`src/rtl/common_pkg.sv`:
```
`default_nettype none
// ============================================================================
// Module   : common (package)
// Purpose  : Shared integer-pipeline types for the register file slice.
// Revision : 1.0 - initial release
// ============================================================================
package common;

  localparam int c_xlen     = 32;
  localparam int c_areg_w   = 5;
  localparam int c_sb_cnt_w = 2;

  typedef logic [c_xlen-1:0]     word_t;
  typedef logic [c_areg_w-1:0]   creg_addr_t;
  typedef logic [c_sb_cnt_w-1:0] sb_cnt_t;

endpackage
`default_nettype wire

```
`src/rtl/regfile_scoreboard.sv`:
```
`default_nettype none
// ============================================================================
// Module   : regfile_scoreboard
// Purpose  : Per-register outstanding-write counters with busy lookups.
//            Optional macro REGFILE_BYPASS_EN treats a committing write as done.
// Revision : 1.0 - initial release
// ============================================================================
module regfile_scoreboard
  import common::*;
#(
  parameter int NREG  = 32,
  parameter int CNT_W = 2
) (
  input  logic       clk,
  input  logic       reset,
  input  creg_addr_t ra1,
  input  creg_addr_t ra2,
  output logic       busy1,
  output logic       busy2,
  input  logic       issue_valid,
  input  logic       issue_wen,
  input  creg_addr_t issue_dst,
  input  logic       wvalid,
  input  creg_addr_t wa,
  input  logic       flush,
  output logic       sb_overflow
);

  localparam logic [CNT_W-1:0] c_cnt_max = {CNT_W{1'b1}};
  localparam logic [CNT_W-1:0] c_cnt_one = CNT_W'(1);

  logic [CNT_W-1:0] r_cnt     [NREG];
  logic [CNT_W-1:0] w_cnt_nxt [NREG];
  logic [NREG-1:0]  w_ovf;
  logic             r_ovf;
  logic             w_rsv_any;
  logic             w_rel_any;

  assign w_rsv_any = issue_valid && issue_wen && (issue_dst != '0);
  assign w_rel_any = wvalid && (wa != '0);

  for (genvar i = 0; i < NREG; i++) begin : g_cnt
    if (i == 0) begin : g_zero
      assign w_cnt_nxt[i] = '0;
      assign w_ovf[i]     = 1'b0;
    end else begin : g_reg
      logic w_rsv;
      logic w_rel;
      assign w_rsv = w_rsv_any && (issue_dst == creg_addr_t'(i));
      assign w_rel = w_rel_any && (wa == creg_addr_t'(i));
      // Flush wins over reserve; a simultaneous reserve+release cancels out.
      assign w_ovf[i] = !flush && w_rsv && !w_rel && (r_cnt[i] == c_cnt_max);
      assign w_cnt_nxt[i] =
          flush                                   ? '0 :
          (w_rsv && !w_rel && r_cnt[i] != c_cnt_max) ? r_cnt[i] + c_cnt_one :
          (w_rel && !w_rsv && r_cnt[i] != '0)        ? r_cnt[i] - c_cnt_one :
                                                       r_cnt[i];
    end
  end

  always_ff @(posedge clk) begin
    if (reset) begin
      for (int i = 0; i < NREG; i++) r_cnt[i] <= '0;
      r_ovf <= 1'b0;
    end else begin
      for (int i = 0; i < NREG; i++) r_cnt[i] <= w_cnt_nxt[i];
      r_ovf <= r_ovf | (|w_ovf);
    end
  end

  assign sb_overflow = r_ovf;

  logic [CNT_W-1:0] w_cnt1;
  logic [CNT_W-1:0] w_cnt2;
  assign w_cnt1 = r_cnt[ra1];
  assign w_cnt2 = r_cnt[ra2];

`ifdef REGFILE_BYPASS_EN
  logic w_hit1, w_hit2, w_rsv1, w_rsv2;
  assign w_hit1 = w_rel_any && (wa == ra1);
  assign w_hit2 = w_rel_any && (wa == ra2);
  assign w_rsv1 = w_rsv_any && (issue_dst == ra1);
  assign w_rsv2 = w_rsv_any && (issue_dst == ra2);
  assign busy1 = (ra1 != '0) && (w_hit1 ? ((w_cnt1 > c_cnt_one) || (w_cnt1 == c_cnt_one && w_rsv1))
                                        : (w_cnt1 != '0));
  assign busy2 = (ra2 != '0) && (w_hit2 ? ((w_cnt2 > c_cnt_one) || (w_cnt2 == c_cnt_one && w_rsv2))
                                        : (w_cnt2 != '0));
`else
  assign busy1 = (ra1 != '0) && (w_cnt1 != '0);
  assign busy2 = (ra2 != '0) && (w_cnt2 != '0);
`endif

endmodule
`default_nettype wire

```
`src/rtl/regfile.sv`:
```
`default_nettype none
// ============================================================================
// Module   : regfile
// Purpose  : 2R/1W integer register file with outstanding-write scoreboard.
//            Optional macro REGFILE_BYPASS_EN enables write-through forwarding.
// Revision : 1.0 - initial release
// ============================================================================
module regfile
  import common::*;
#(
  parameter int NREG  = 32,
  parameter int CNT_W = 2
) (
  input  logic       clk,
  input  logic       reset,
  input  creg_addr_t ra1,
  input  creg_addr_t ra2,
  output word_t      rd1,
  output word_t      rd2,
  output logic       busy1,
  output logic       busy2,
  input  logic       issue_valid,
  input  logic       issue_wen,
  input  creg_addr_t issue_dst,
  input  logic       wvalid,
  input  creg_addr_t wa,
  input  word_t      wd,
  input  logic       flush,
  output logic       sb_overflow
);

  word_t r_regs [NREG];
  word_t w_rd1_st;
  word_t w_rd2_st;

  always_ff @(posedge clk) begin
    if (reset) begin
      for (int i = 0; i < NREG; i++) r_regs[i] <= '0;
    end else if (wvalid && wa != '0) begin
      r_regs[wa] <= wd;
    end
  end

  assign w_rd1_st = (ra1 == '0) ? '0 : r_regs[ra1];
  assign w_rd2_st = (ra2 == '0) ? '0 : r_regs[ra2];

`ifdef REGFILE_BYPASS_EN
  assign rd1 = (wvalid && wa != '0 && wa == ra1) ? wd : w_rd1_st;
  assign rd2 = (wvalid && wa != '0 && wa == ra2) ? wd : w_rd2_st;
`else
  assign rd1 = w_rd1_st;
  assign rd2 = w_rd2_st;
`endif

  regfile_scoreboard #(
    .NREG  (NREG),
    .CNT_W (CNT_W)
  ) u_sb (
    .clk         (clk),
    .reset       (reset),
    .ra1         (ra1),
    .ra2         (ra2),
    .busy1       (busy1),
    .busy2       (busy2),
    .issue_valid (issue_valid),
    .issue_wen   (issue_wen),
    .issue_dst   (issue_dst),
    .wvalid      (wvalid),
    .wa          (wa),
    .flush       (flush),
    .sb_overflow (sb_overflow)
  );

endmodule
`default_nettype wire

```
`config.mk`:
```
export PLATFORM = sky130hd
export DESIGN_NAME = regfile
export DESIGN_NICKNAME = d
export VERILOG_FILES = /design/src/rtl/common_pkg.sv /design/src/rtl/regfile_scoreboard.sv /design/src/rtl/regfile.sv
export SDC_FILE = /design/constraint.sdc
export NUM_CORES = 2
export LEC_CHECK = 0
export ABC_AREA = 1
export CAP_MARGIN = 20
export CORE_MARGIN = 2
export CORE_UTILIZATION = 30
export CTS_CLUSTER_DIAMETER = 80
export DETAILED_ROUTE_END_ITERATION = 8
export PLACE_DENSITY_LB_ADDON = 0.1
export SLEW_MARGIN = 20
export SYNTH_ARGS = -nofsm -noshare
export SYNTH_HDL_FRONTEND = slang
export SYNTH_HIERARCHICAL = 1
export SYNTH_SLANG_ARGS = --single-unit
```
`constraint.sdc`:
```
create_clock -name clk -period 3.4 [get_ports clk]
set_input_delay 0.68 -clock clk [delete_from_list [all_inputs] [get_ports clk]]
set_output_delay 0.68 -clock clk [all_outputs]
set_load 0.05 [all_outputs]
```
# Word level (Yosys, flattened, before mapping)
# Memory sizes are Yosys's and may differ from the RTL's.
# Cells that the tools add are included.
[op_classes]
bitwise = 33
muxes = 136
n_eq_ne = 124
n_reduce_logical = 388
addsub = 62
[op_table]
columns = ["operator", "n"]
rows = [
  ["$logic_and 1x1->1", 284],
  ["$mux 2", 125],
  ["$eq 5x5->1 const B", 32],
  ["$mux 32", 3],
  ["$eq 5x4->1 const B", 16],
  ["$reduce_bool 2->1", 33],
  ["$logic_not 1->1", 63],
  ["$add 2x1->2 const B", 31],
  ["$eq 2x2->1 const B", 31],
  ["$ne 2x2->1 const B", 31],
  ["$sub 2x1->2 const B", 31],
  ["$eq 5x3->1 const B", 8],
  ["$or 1x1->1", 33],
  ["$reduce_or 32->1", 1],
  ["$reduce_or 31->1", 1],
  ["$eq 5x2->1 const B", 4],
  ["$reduce_bool 5->1", 4],
  ["$eq 5x1->1 const B", 2],
  ["$logic_not 5->1", 2],
  ["$mux 1", 7],
  ["$mux 5", 1],
]
[totals]
in_bits = 58
n_memories = 2
ram_bits = 1088
word_cells = 746
out_inout_bits = 67
ff_bits = 1
[mem_list]
columns = ["name", "words", "width", "rd", "rd_ports_with_merged_regs", "wr", "line_no", "text"]
rows = [
  ["r_regs", 32, 32, 2, 0, 32, "regfile.sv:32", "word_t r_regs [NREG];"],
  ["u_sb.r_cnt", 32, 2, 33, 0, 32, "regfile_scoreboard.sv:32", "logic [CNT_W-1:0] r_cnt [NREG];"],
]

# Longest topological paths before layout
[depth]
word_depth = 10
ltp_mapped = 13
mapped_depth_nobuf = 12

# By module
# Netlist, hierarchy kept.
[by_module_without_submodules]
columns = ["mod", "n_inst", "seq_area_each_um2", "cells_each", "area_per_inst_um2"]
rows = [
  ["regfile", 1, 30749.5, 7252, 56538.0],
  ["regfile_scoreboard", 1, 1261.2, 857, 4875.9],
]

# Least setup slack after synthesis
# OpenSTA, ideal clock, no wires.
[synth_path]
kind = "input -> output"
startpoint = "input ra1[0]"
endpoint = "output busy1"
path_slack_ns = 0.139
path_buffers = 2
arrival_time_ns = 2.581
path_stages = 8
cell_sequence = "buf_2 > inv_1 > buf_2 > o21ai_0 > o21ai_0 > a21oi_1 > a21o_1 > o21ai_0"
[synth_between]
elab_chain_cells = 3
[synth_lines]
columns = ["element", "line_no", "text"]
rows = [
  ["start, declared", "regfile.sv:16", "input creg_addr_t ra1,"],
  ["$mem_v2 32x2", "n/a", ""],
  ["$reduce_bool 2->1", "regfile_scoreboard.sv:89", "assign busy1 = (ra1 != '0) && (w_cnt1 != '0);"],
  ["$logic_and 1x1->1 *", "regfile_scoreboard.sv:89", ""],
  ["end, declared", "regfile.sv:20", "output logic busy1,"],
]
# Every way passes the cells marked *; elsewhere a longest branch is shown, timed or not.

# Worst setup path after layout
[layout_path]
startpoint = "input ra1[0]"
endpoint = "output rd1[6]"
[layout_between]
elab_chain_cells = 2
[layout_lines]
columns = ["element", "line_no", "text"]
rows = [
  ["$mem_v2 32x32 or $logic_not 5->1 (tied branches)", "n/a", ""],
  ["$mux 32 *", "regfile.sv:44", "assign w_rd1_st = (ra1 == '0) ? '0 : r_regs[ra1];"],
  ["end, declared", "regfile.sv:18", "output word_t rd1,"],
]
# Marks and branches as above.

==> results.py <==
metrics = {
    "setup_path": {
        "crit_type": "in -> out",
        "critPathRequiredTime_ps": 2720,
        "cp_slowest_cell": "buf_12",
        "path_delay_family": "buffers and inverters",
        "slowest_delay_ps": 260,
        "cp_max_fo": 44,
        "cp-end-kind": "output pin",
        "cp_cell_sequence": "buf_12 > clkinv_8 > buf_12 > buf_16 > nand2_1 > nand3_1 > nand3_1 > nand2_1 > nand2_1 > nand3_1 > nand2_1 > nor2_1 > buf_4 > buf_12",
        "start_kind": "input pin",
        "cpMostUsedCell": "nand2_1",
        "arrival_ps": 2700,
        "crit_buf_inv": 6,
    },
    "power": {
        "vdd_drop_max_v": 0.000548,
        "power.density_nw_per_um2": 499,
        "leakagePower_nw": 31.5,
        "finalPower_mw": 37.7,
    },
    "yosys": {
        "synth_edf_count": 1024,
        "ys_seq_area_share_pct": 52.1,
        "mappedNetlistArea_um2": 61400,
        "synth_compound_area_share_pct": 6.82,
        "synthAdderAreaFrac_pct": 0,
        "synth_simple_gate_area_share_pct": 34.7,
        "synth_xor_xnor_area_share_pct": 0.0143,
        "yosys_warnings": 6,
        "synth_ff_type": "edfxtp_1",
        "syn-mean-instance-area_um2": 7.57,
        "synthMuxAreaShare_pct": 0,
        "synth_top_family_by_area": "simple AND/OR/NAND/NOR gates",
        "netlist_instances": 8109,
        "async_reset_ff_share_pct": 0,
        "yosys_register_bits": 1087,
        "synthDistinctLibCells": 41,
    },
    "sta": {
        "worst_pin_slew_ps": 940,
        "finalSetupViolations": 0,
        "relSlewSlack_pct": 37.3,
        "whs_ps": 473,
        "slew_viol_final": 0,
        "fin_crit_ps": 3380,
        "finalCritPeriodShare_pct": 99.3,
        "finClkSkew_ps": 11.6,
        "fmax_ghz": 0.296,
        "rsz0062_at_grt": "yes",
        "hold_violations": 0,
    },
    "clock_tree": {
        "cts_hold_buf": 0,
        "numCtsBuffers": 144,
        "cts_max_level": 4,
        "clkTransAtPathRegs_ps": 50,
        "clock-sinks": 1087,
        "cts-root-buf": "clkbuf_16",
        "cts_tree": "built",
        "clock_path_buffers": 3,
        "clk_latency_ps": 780,
    },
    "route": {
        "vias": 59400,
        "post_drt_wl_per_cell_um": 26.4,
        "dr.first_iter.drc_count": 7070,
        "route.detailed.drc": 0,
        "antenna_left": 0,
        "drt_first_pass_iters": 6,
        "via_per_inst": 5.34,
        "routed_wirelength_um": 294000,
    },
    "die": {
        "die-area_um2": 208000,
        "io_pins": 125,
        "coreArea_um2": 204000,
        "die_w_um": 456,
        "num_rows": 166,
        "start_util_pct": 30.1,
        "die_h_um": 456,
    },
    "run_status": {
        "status": "finished clean",
    },
    "final_layout": {
        "layout.nets": 8390,
        "final_area_um2": 75600,
        "layoutNonFillerInstCount": 11100,
        "fill_cells": 20900,
        "syn2layout_area_growth_pct": 23.1,
        "drive_gt1_share_pct": 11.8,
    },
    "min_path": {
        "hold_class": "reg -> reg",
    },
    "global_route": {
        "grt_usage_pct": 27.4,
        "grt_pass1_wl_um": 415000,
        "grt_antenna_before_repair": 6,
        "grt_pass1_vias": 56400,
        "grt_max_degree": 68,
        "grt_overflow": 0,
    },
    "placement": {
        "place_hpwl_um": 185000,
        "gp_congestion": 0.870,
        "port_buffers": 124,
        "placed_area_um2": 70400,
        "place_inst": 10900,
    },
    "job": {
        "cap_viol_max_count": 0,
    },
}
==> registers in the layout (all words and copies together), names as in the netlist <==
register and cells:
r_regs 1024, u_sb/r_cnt 62, u_sb/sb_overflow 1
==> routing by layer <==
| layer | part of all wire, % | up-vias | global-route usage [%] |
|---|---|---|---|
| met5 | 0.0044 | - | 0 |
| met3 | 7.9 | 503 | 4.16 |
| met1 | 43 | 29000 | 37.4 |
| met4 | 3.9 | 2 | 10.7 |
| met2 | 45 | 2835 | 43.4 |
| li1 | - | 27100 | - |
==> stage by stage <==
stage,setup slack (ps),util [%],setup TNS (ps)
after detailed placement,-149,34.5,-817
after global placement,-159,34.5,-767
after floorplan,139,-,0
after CTS,2.44,36.9,0
final,22.2,37.1,0
after global routing,-18.7,37.1,-32.4
==> kinds of logic (layout without fill, tap and decap cells) <==
kind of cell | after synthesis | after routing
buffers and inverters | 924 | 1227
AO/OA/AOI/OAI | 806 | 806
other | 1 | 34
AND/OR/NAND/NOR | 5290 | 5290
flip-flops | 1087 | 1087
XOR/XNOR | 1 | 1
==> worst register-to-register path: stages (launching register included) <==
cell and delay [ps]:
dfxtp_1 360, nand2_1 100, inv_1 60, nand3_1 100, nand2_1 70, nor2_1 100
nand2_1 90, nor2_1 230, nand2_1 100, o21ai_1 210, nand2_1 70
==> final cells by class <==
cell class,instances,area (µm²),share of cell area [%]
Tap cell,2688,3360,4.45
Antenna cell,2,5.00,0.00662
Multi-Input combinational cell,6129,25900,34.3
Sequential cell,1087,32000,42.4
Timing Repair Buffer,693,8410,11.1
Clock buffer,168,3770,4.98
Inverter,276,1110,1.47
Timing Repair inverter,1,11.3,0.0149
Clock inverter,89,987,1.31
==> cell usage after synthesis, types with 2 or more instances <==
library cell / count / area, µm²
a211oi_1: 10 / 75.1
a311oi_1: 5 / 43.8
dfxtp_1: 63 / 1260
edfxtp_1: 1024 / 30700
nor2_4: 3 / 33.8
nor3_1: 10 / 50.1
buf_2: 265 / 1330
nand2_1: 2278 / 8550
o21ai_1: 56 / 280
nand4_1: 6 / 37.5
clkbuf_1: 308 / 1160
nand2_2: 4 / 25.0
o22ai_1: 7 / 43.8
o21ai_0: 491 / 2460
clkinv_1: 3 / 11.3
nor2_1: 1910 / 7170
or2_1: 7 / 43.8
o21bai_1: 4 / 30.0
or2_2: 2 / 12.5
a21oi_1: 199 / 996
nand3_1: 1048 / 5250
o31ai_1: 3 / 22.5
nor2_2: 15 / 93.8
inv_2: 3 / 11.3
buf_4: 4 / 30.0
buf_1: 63 / 236
o211ai_1: 25 / 188
inv_1: 270 / 1010
nand3_2: 3 / 30.0
nand3b_1: 2 / 15.0
buf_6: 8 / 90.1
==> where the power goes <==
| group | internal (mW) | total [mW] | switching [mW] |
|---|---|---|---|
| logic | 2.11 | 6.27 | 4.16 |
| clock network | 9.30 | 15.7 | 6.44 |
| registers | 15.3 | 15.7 | 0.387 |
| total | 26.7 | 37.7 | 11.0 |
==> final timing paths <==
kind / startpoint / end / slack, ps / cells after the start
min reg2reg: u_sb/r_cnt[14][0] / u_sb/r_cnt[14][0] / 470 / 1
max: ra1[0] / rd1[6] / 20 / 14
min: u_sb/r_cnt[14][0] / u_sb/r_cnt[14][0] / 470 / 1
max reg2reg: u_sb/r_cnt[16][0] / u_sb/sb_overflow / 1790 / 10
==> layout by cell type, fill, tap and decap left out, types with 4 or more instances in the layout <==
cell and count:
nand4_1 6, edfxtp_1 1024, a211oi_1 10, clkinvlp_4 6, clkinv_2 20, clkbuf_1 20, conb_1 32, or2_1 7
nand3_2 5, buf_6 4, buf_16 10, inv_1 265, dfxtp_1 63, a311oi_1 5, nand2_1 2210, buf_4 400
clkinv_4 4, nand2_2 72, o211ai_1 25, clkinv_8 7, nand3_1 1046, inv_6 6, o22ai_1 7, a21oi_1 199
nor2_1 1878, clkbuf_16 149, nor3_1 10, buf_12 224, o21ai_0 491, clkdlybuf4s50_1 47, nor2_2 43, inv_8 4
o21bai_1 4, clkinv_1 29, o21ai_1 56, nor2_4 7, bufinv_16 18
==> repair_timing <==
action,in CTS,in global routing
buffers inserted,0,4
cloned,1,3
setup endpoints to repair,18,42
pin swaps,0,1
gates resized for setup,20,42
Note: power is estimated with default switching activity, not from simulation.
